$ cat config.mk
export PLATFORM = sky130hd
export DESIGN_NAME = memory_arbiter
export DESIGN_NICKNAME = d
export VERILOG_FILES = /design/src/rtl/memory_arbiter.sv
export SDC_FILE = /design/constraint.sdc
export NUM_CORES = 1
export LEC_CHECK = 0
export ABC_CLOCK_PERIOD_IN_PS = 2400
export CAP_MARGIN = 5
export CORE_AREA = 2 2 105 107
export CTS_CLUSTER_DIAMETER = 60
export DETAILED_ROUTE_END_ITERATION = 16
export DIE_AREA = 0 0 107 109
export GPL_TIMING_DRIVEN = 0
export PLACE_DENSITY = 0.62
export SLEW_MARGIN = 0
export SYNTH_ARGS = -nofsm -noshare
export SYNTH_HDL_FRONTEND = slang
export SYNTH_SLANG_ARGS = --single-unit
$ cat constraint.sdc
create_clock -name CLK -period 2.4 [get_ports CLK]
set_input_delay 0.48 -clock CLK [delete_from_list [all_inputs] [get_ports CLK]]
set_output_delay 0.48 -clock CLK [all_outputs]
set_load 0.1 [all_outputs]
$ cat src/rtl/memory_arbiter.sv
// Arbiter sharing one single-ported RAM between instruction fetch and data access.
// Data has priority over fetch, bounded by a streak limit so a pending fetch cannot starve.
module memory_arbiter #(
  parameter int unsigned WORD_W       = 32,
  parameter int unsigned MAX_D_STREAK = 4
) (
  input  logic              CLK,
  input  logic              nRST,
  input  logic              iREN,
  input  logic [WORD_W-1:0] iaddr,
  output logic              iwait,
  output logic [WORD_W-1:0] iload,
  input  logic              dREN,
  input  logic              dWEN,
  input  logic [WORD_W-1:0] daddr,
  input  logic [WORD_W-1:0] dstore,
  output logic              dwait,
  output logic [WORD_W-1:0] dload,
  output logic              ramREN,
  output logic              ramWEN,
  output logic [WORD_W-1:0] ramaddr,
  output logic [WORD_W-1:0] ramstore,
  input  logic [WORD_W-1:0] ramload,
  input  logic [1:0]        ramstate,
  output logic              merr
);

  localparam int unsigned DW = $clog2(MAX_D_STREAK + 1);
  localparam logic [DW-1:0]     STREAK_MAX = DW'(MAX_D_STREAK);
  localparam logic [WORD_W-1:0] ERR_WORD   = WORD_W'(32'hBAD1_BAD1);

  typedef enum logic [1:0] {IDLE, IFETCH, DACCESS} state_e;
  typedef enum logic [1:0] {RAM_FREE, RAM_BUSY, RAM_ACCESS, RAM_ERROR} ramstate_e;

  state_e        state_q, state_d;
  logic [DW-1:0] dstreak_q, dstreak_d;
  logic          conflict_q, conflict_d;

  ramstate_e rs;
  logic      dreq, done, err;

  assign rs   = ramstate_e'(ramstate);
  assign dreq = dREN | dWEN;
  assign done = (rs == RAM_ACCESS) || (rs == RAM_ERROR);
  assign err  = (rs == RAM_ERROR);

  always_ff @(posedge CLK or negedge nRST) begin
    if (!nRST) begin
      state_q    <= IDLE;
      dstreak_q  <= '0;
      conflict_q <= 1'b0;
    end else begin
      state_q    <= state_d;
      dstreak_q  <= dstreak_d;
      conflict_q <= conflict_d;
    end
  end

  always_comb begin
    state_d    = state_q;
    dstreak_d  = dstreak_q;
    conflict_d = 1'b0;
    unique case (state_q)
      IDLE: begin
        if (dreq && !(iREN && (dstreak_q == STREAK_MAX))) begin
          state_d    = DACCESS;
          conflict_d = dREN & dWEN;
          if (dstreak_q != STREAK_MAX) dstreak_d = dstreak_q + DW'(1);
        end else if (iREN) begin
          state_d   = IFETCH;
          dstreak_d = '0;
        end
      end
      // A dropped request aborts the access; the streak is left as it was.
      IFETCH:  if (!iREN || done) state_d = IDLE;
      DACCESS: if (!dreq || done) state_d = IDLE;
      default: state_d = IDLE;
    endcase
  end

  always_comb begin
    ramREN   = 1'b0;
    ramWEN   = 1'b0;
    ramaddr  = '0;
    ramstore = '0;
    iload    = '0;
    dload    = '0;
    merr     = 1'b0;
    unique case (state_q)
      IFETCH: begin
        if (iREN) begin
          ramREN  = 1'b1;
          ramaddr = iaddr;
          if (done) begin
            iload = err ? ERR_WORD : ramload;
            merr  = err;
          end
        end
      end
      DACCESS: begin
        if (dreq) begin
          ramaddr = daddr;
          if (dWEN) begin
            ramWEN   = 1'b1;
            ramstore = dstore;
          end else begin
            ramREN = 1'b1;
          end
          if (done && !dWEN) dload = err ? ERR_WORD : ramload;
          // Conflict flag is registered at grant so it pulses in the first access cycle.
          merr = (done && err) || conflict_q;
        end
      end
      default: ;
    endcase
  end

  assign iwait = iREN & ~((state_q == IFETCH) & done);
  assign dwait = dreq & ~((state_q == DACCESS) & done);

endmodule

* Yosys cells after proc, flatten, opt, wreduce, memory -nomap -nowiden *
Cells that the tools add are included.

word-level totals
  flip-flop bits (word level) = 6
  input bits = 135
  output and inout port bits = 133
  word-level logic and storage cells = 72

operators by class
  add/subtract/negate cells = 1
  eq/ne operators = 10
  mux-type cells = 34
  bitwise gates (word level) = 8
  reductions and logical operators = 16

operator list
  kind                 count
  $mux 32              12
  $pmux 32 s2          1
  $mux 1               11
  $mux 3               3
  $mux 2               4
  $eq 2x2->1 const B   3
  $ne 3x3->1 const B   2
  $pmux 2 s3           1
  $reduce_and 3->1     2
  $and 1x1->1          5
  $logic_and 1x1->1    4
  $logic_not 1->1      4
  $logic_or 1x1->1     4
  $ne 2x2->1 const B   2
  $pmux 1 s2           2
  $add 3x1->3 const B  1
  $eq 3x3->1 const B   1
  $eq 2x1->1 const B   1
  $logic_not 2->1      1
  $ne 2x1->1 const B   1
  $not 1->1            2
  $reduce_bool 2->1    1
  $or 1x1->1           1

* Longest topological paths before layout *
  depth after elaboration = 6
  depth in mapped cells = 7
  gate-level depth less buffers = 5

* Least setup slack after synthesis *
Ideal clock, no wire load.

  path kind = reg2out
  start point = register state_q[0]
  end point = output port ramREN
  arrival time = 3.205 ns
  data required time = 1.920 ns
  slack = -1.285 ns
  cell stages (with the launch flop) = 7
  path buffers = 2
  cell sequence = dfrtp_1 -> inv_1 -> ha_1 -> buf_4 -> nand3b_1 -> buf_2 -> a21boi_0

between the ends
  longest elaborated chain between the ends = 2
  elaborated cells on any way between the ends = 3
  classes of those cells = eq/ne: 2; mux: 1

RTL lines
  element                                   RTL line  text
  start, declared                           35        state_e state_q, state_d;
  start signal, assigned                    53        state_q <= state_d;
  $eq 2x2->1 or $eq 2x1->1 (tied branches)  89        unique case (state_q)
  $pmux 1 s2 *                              89
  end, declared                             19        output logic ramREN,

Every way passes the cells marked *; elsewhere a longest branch is shown, timed or not.

* Worst setup path in the final report *
  start point = input port ramstate[0]
  end point = output port iload[9]

between the ends
  longest elaborated chain between the ends = 5
  elaborated cells on any way between the ends = 7
  classes of those cells = eq/ne: 2; mux: 4; reduce/logical: 1

RTL lines
  element                                      RTL line  text
  start, declared                              24        input logic [1:0] ramstate,
  $eq 2x2->1 (on tied branches)                44, 45
  $mux 32 or $logic_or 1x1->1 (tied branches)  95, 44
  $mux 32 *                                    94        if (done) begin
  $mux 32 *                                    91        if (iREN) begin
  $mux 32 *                                    89
  end, declared                                12        output logic [WORD_W-1:0] iload,

Marks and branches as above.

==> reports/summary.txt <==
Status - complete, no violations
Power per cell area - 908 mW/mm²
Proportion of layout cells with a drive suffix above 1 - 52.7%
Wire length per cell - 16.6 µm
Part of the cycle the worst path needs - 99.0%
P_sw - 0.00324 W
DP HPWL - 8880 µm
Setup Skew - 0.000350 ns
Dominant cell type by area after synthesis - and3_1
First-pass GRT wire length - 15,800 µm
TritonCTS clock tree - yes
Register area share after synthesis - 8.45%
Clock-pin transition on the worst setup and hold timing paths - 0.04 ns
Area of the die - 0.0117 mm²
Worst endpoint data arrival time - 1.90 ns
FILL cells - 949
Relative max-transition margin - 60.6%
Power Internal - 0.00198 W
Fmax achieved - 421 MHz
Number of H-tree levels - 1
TritonRoute pass-1 iters - 4
Ys Warns - 0
CP peak stage delay - 0.49 ns
Fin Hold WS - 0.501 ns
CTS max path bufs - 2
Buf+Inv Stages, Crit Path - 3
Switching part of the total - 62.1%
Critical Path RT - 1.92 ns
Post-route ant nets - 0
Most common cell on crit path - buf_4
CP endpoint kind - primary output
Design Area, Final - 0.00575 mm²
# IOs - 268
Ant. Diodes - 0
Placer Congestion - 0.850
Row count - 38
Synth area leaders - and3_1 (12%), nor2b_1 (11%), and2_1 (11%), a22oi_1 (9.3%), dfrtp_1 (8.5%)
Footprint of the multi-input gates - 0.00196 mm²
Max FO, Critical Path - 10
Dpl cells - 669
Synthesized area per cell - 6.76 µm²
Min Clock Period, post-route - 2.38 ns
Largest net degree at the start of global routing - 11
Vias per cell - 4.46
Root buffer cell - clkbuf_8
Final std cells w/o fill - 675
Clock Latency Late Sink - 0.23 ns
DR iter-0 viols - 89
Vias in the first global route - 2,876
Post-place instance area - 0.00491 mm²
Num CTS Buffers - 3
Worst hold path class - in2async
PortBufs - 266
Worst IR Drop VDD - 571 µV
Routed WL - 11,200 µm
Post-synthesis cell count - 263
Die height - 109 µm
Clock sink count - 6
CP Cell Sequence - clkdlybuf4s50_1, buf_4, o21ai_0, nor2_2, buf_4
Core Region - 0.0106 mm²
DR DRC count - 0
Reg area - 150 µm²
Seq pwr share - 3.5%
Setup_tns - 0 ns
Starting density of the core - 16.8%
Leakage - 2.37 nW
Die Wd - 107 µm
CP max-delay cell - o21ai_0
Max cap viols - 0
Vias - 3,012
Initial antenna violation count - 0
Final setup viols - 0
Mapped Area - 0.00178 mm²
RSZ-0062 raised after global routing - yes
Layout area overhead - 224%
Syn_nets - 403
Slew @ Worst Pin - 0.585 ns
GRT Overall Usage - 16.8%
Critical path's top delay family - buffers and inverters
Total congestion overflow - 0
Max-slew violation count - 0
Yosys top cell area share - 12.0%
Hold Buf Count CTS - 0
Nets - 677
Crit Path Category - in2out
Gate power share - 93.5%
Netlist cell types - 37
Worst Setup Start Kind - input pin
#FFs+latches synth - 6
Clock share of power - 3.0%
Fin. Hold Viols - 0
==> per-layer routing <==
metal | routed length, µm | part of all wire (%) | vias to the layer above | track usage [%]
met5 | 0 | 0 | - | 0
met4 | 36 | 0.32 | 0 | 1.39
li1 | - | - | 1471 | -
met3 | 856 | 7.6 | 6 | 4.72
met2 | 6080 | 54 | 138 | 30.8
met1 | 4240 | 38 | 1397 | 20.3
==> state kept, by name (all words and copies together), names as in the netlist <==
register	flops
dstreak_q	3
state_q	2
conflict_q	1
==> final cells by class <==
| class | count | share of cell area [%] |
|---|---|---|
| Sequential cell | 6 | 2.61 |
| Clock buffer | 3 | 0.718 |
| Timing Repair Buffer | 269 | 54.0 |
| Multi-Input combinational cell | 221 | 34.1 |
| Inverter | 5 | 0.326 |
| Tap cell | 140 | 3.05 |
| Buffer | 31 | 5.18 |
==> Yosys cell counts <==
library cell  count
a311o_1           1
a2bb2oi_2         1
a211o_1           1
o21bai_1          1
buf_2             6
nor3_1            1
a21bo_2           1
a211oi_1          1
a32o_1            1
a21o_1            1
and3_1           34
nand2_1           3
nor2b_1          32
nand2b_1          1
inv_1             5
a31oi_1           1
a21boi_1          1
a22oi_2          11
o22ai_1           1
a22oi_1          22
nor2_1           40
clkbuf_1         13
ha_1              5
buf_8             2
buf_4             4
buf_6             3
nand3b_1          1
clkbuf_2          2
a21boi_0          1
o21a_1            1
nand3_1           2
o21ai_0          22
dfrtp_1           6
and2_1           30
o211ai_2          1
a21oi_1           3
buf_12            1
==> worst reg2reg max path: stages, from the launching register on <==
cell and delay (ns):
dfrtp_1 0.42, inv_2 0.12, ha_4 0.15, buf_2 0.15, o21ai_0 0.13, a21o_1 0.20, a311o_1 0.30
==> power groups by stage <==
stage	logic, W	registers, W	clock network, W
3_3_place_gp	0.00445	0.000172	0
5_1_grt	0.00507	0.000190	0.000167
4_1_cts	0.00464	0.000175	0.000160
3_5_place_dp	0.00447	0.000175	0
6_report	0.00488	0.000184	0.000156
2_1_floorplan	0.00345	0.000168	0
==> per-stage QoR <==
step,setup WS [ns],util [%],total power [W]
after CTS,-0.00343,49.0,0.00498
final,0.0243,54.2,0.00522
after global routing,-0.0558,54.2,0.00542
after detailed placement,-1.23,46.4,0.00465
after global placement,-1.20,46.4,0.00462
after floorplan,-0.531,-,0.00362
==> cell usage in the layout (no fill, tap or decap), types with 2 or more instances in the layout <==
| cell type | count |
|---|---|
| nor2b_4 | 27 |
| a22oi_2 | 27 |
| nor2_4 | 18 |
| clkbuf_1 | 6 |
| buf_8 | 16 |
| nor2_1 | 5 |
| and2_1 | 20 |
| nand3_1 | 2 |
| ha_4 | 2 |
| clkdlybuf4s50_1 | 130 |
| buf_2 | 4 |
| nor2b_2 | 5 |
| buf_6 | 35 |
| ha_1 | 2 |
| inv_2 | 2 |
| clkdlybuf4s15_2 | 4 |
| and2_4 | 10 |
| a22oi_1 | 6 |
| dlygate4sd2_1 | 3 |
| and3_1 | 34 |
| inv_1 | 3 |
| clkbuf_2 | 4 |
| nand2_1 | 3 |
| buf_4 | 45 |
| o21ai_1 | 9 |
| a21oi_2 | 2 |
| clkbuf_8 | 3 |
| dfrtp_1 | 6 |
| nor2_2 | 17 |
| o21ai_0 | 12 |
| clkbuf_4 | 5 |
| buf_12 | 48 |
==> worst paths after layout <==
path                               from           end  slack (ns)  depth (start not counted)
setup / recovery            ramstate[0]      iload[9]        0.02                          5
hold / removal                     nRST  dstreak_q[1]        0.50                          1
setup reg to reg             state_q[0]    state_q[0]        0.82                          6
hold reg to reg            dstreak_q[0]  dstreak_q[0]        0.52                          1
max in group asynchronous          nRST    conflict_q        1.68                          1
min in group CLK                   dREN    conflict_q        0.51                          3
==> cell families (layout without fill, tap and decap cells) <==
family	count (synthesis)	count (layout)	share of synthesized area, %
adder cells (fa/ha/maj)	5	5	3.52
AND/OR/NAND/NOR	144	144	44.5
AO/OA/AOI/OAI	72	72	31.1
flip-flops	6	6	8.45
buffers and inverters	36	308	12.5
==> repair_timing <==
action                                  in CTS  in global routing
endpoints found under the setup margin     133                 93
pin swaps                                    2                 11
gates resized for setup                    932                154
gates cloned                                 0                  1
setup buffers                                1                  1
Power figures use the tool's default switching activity.
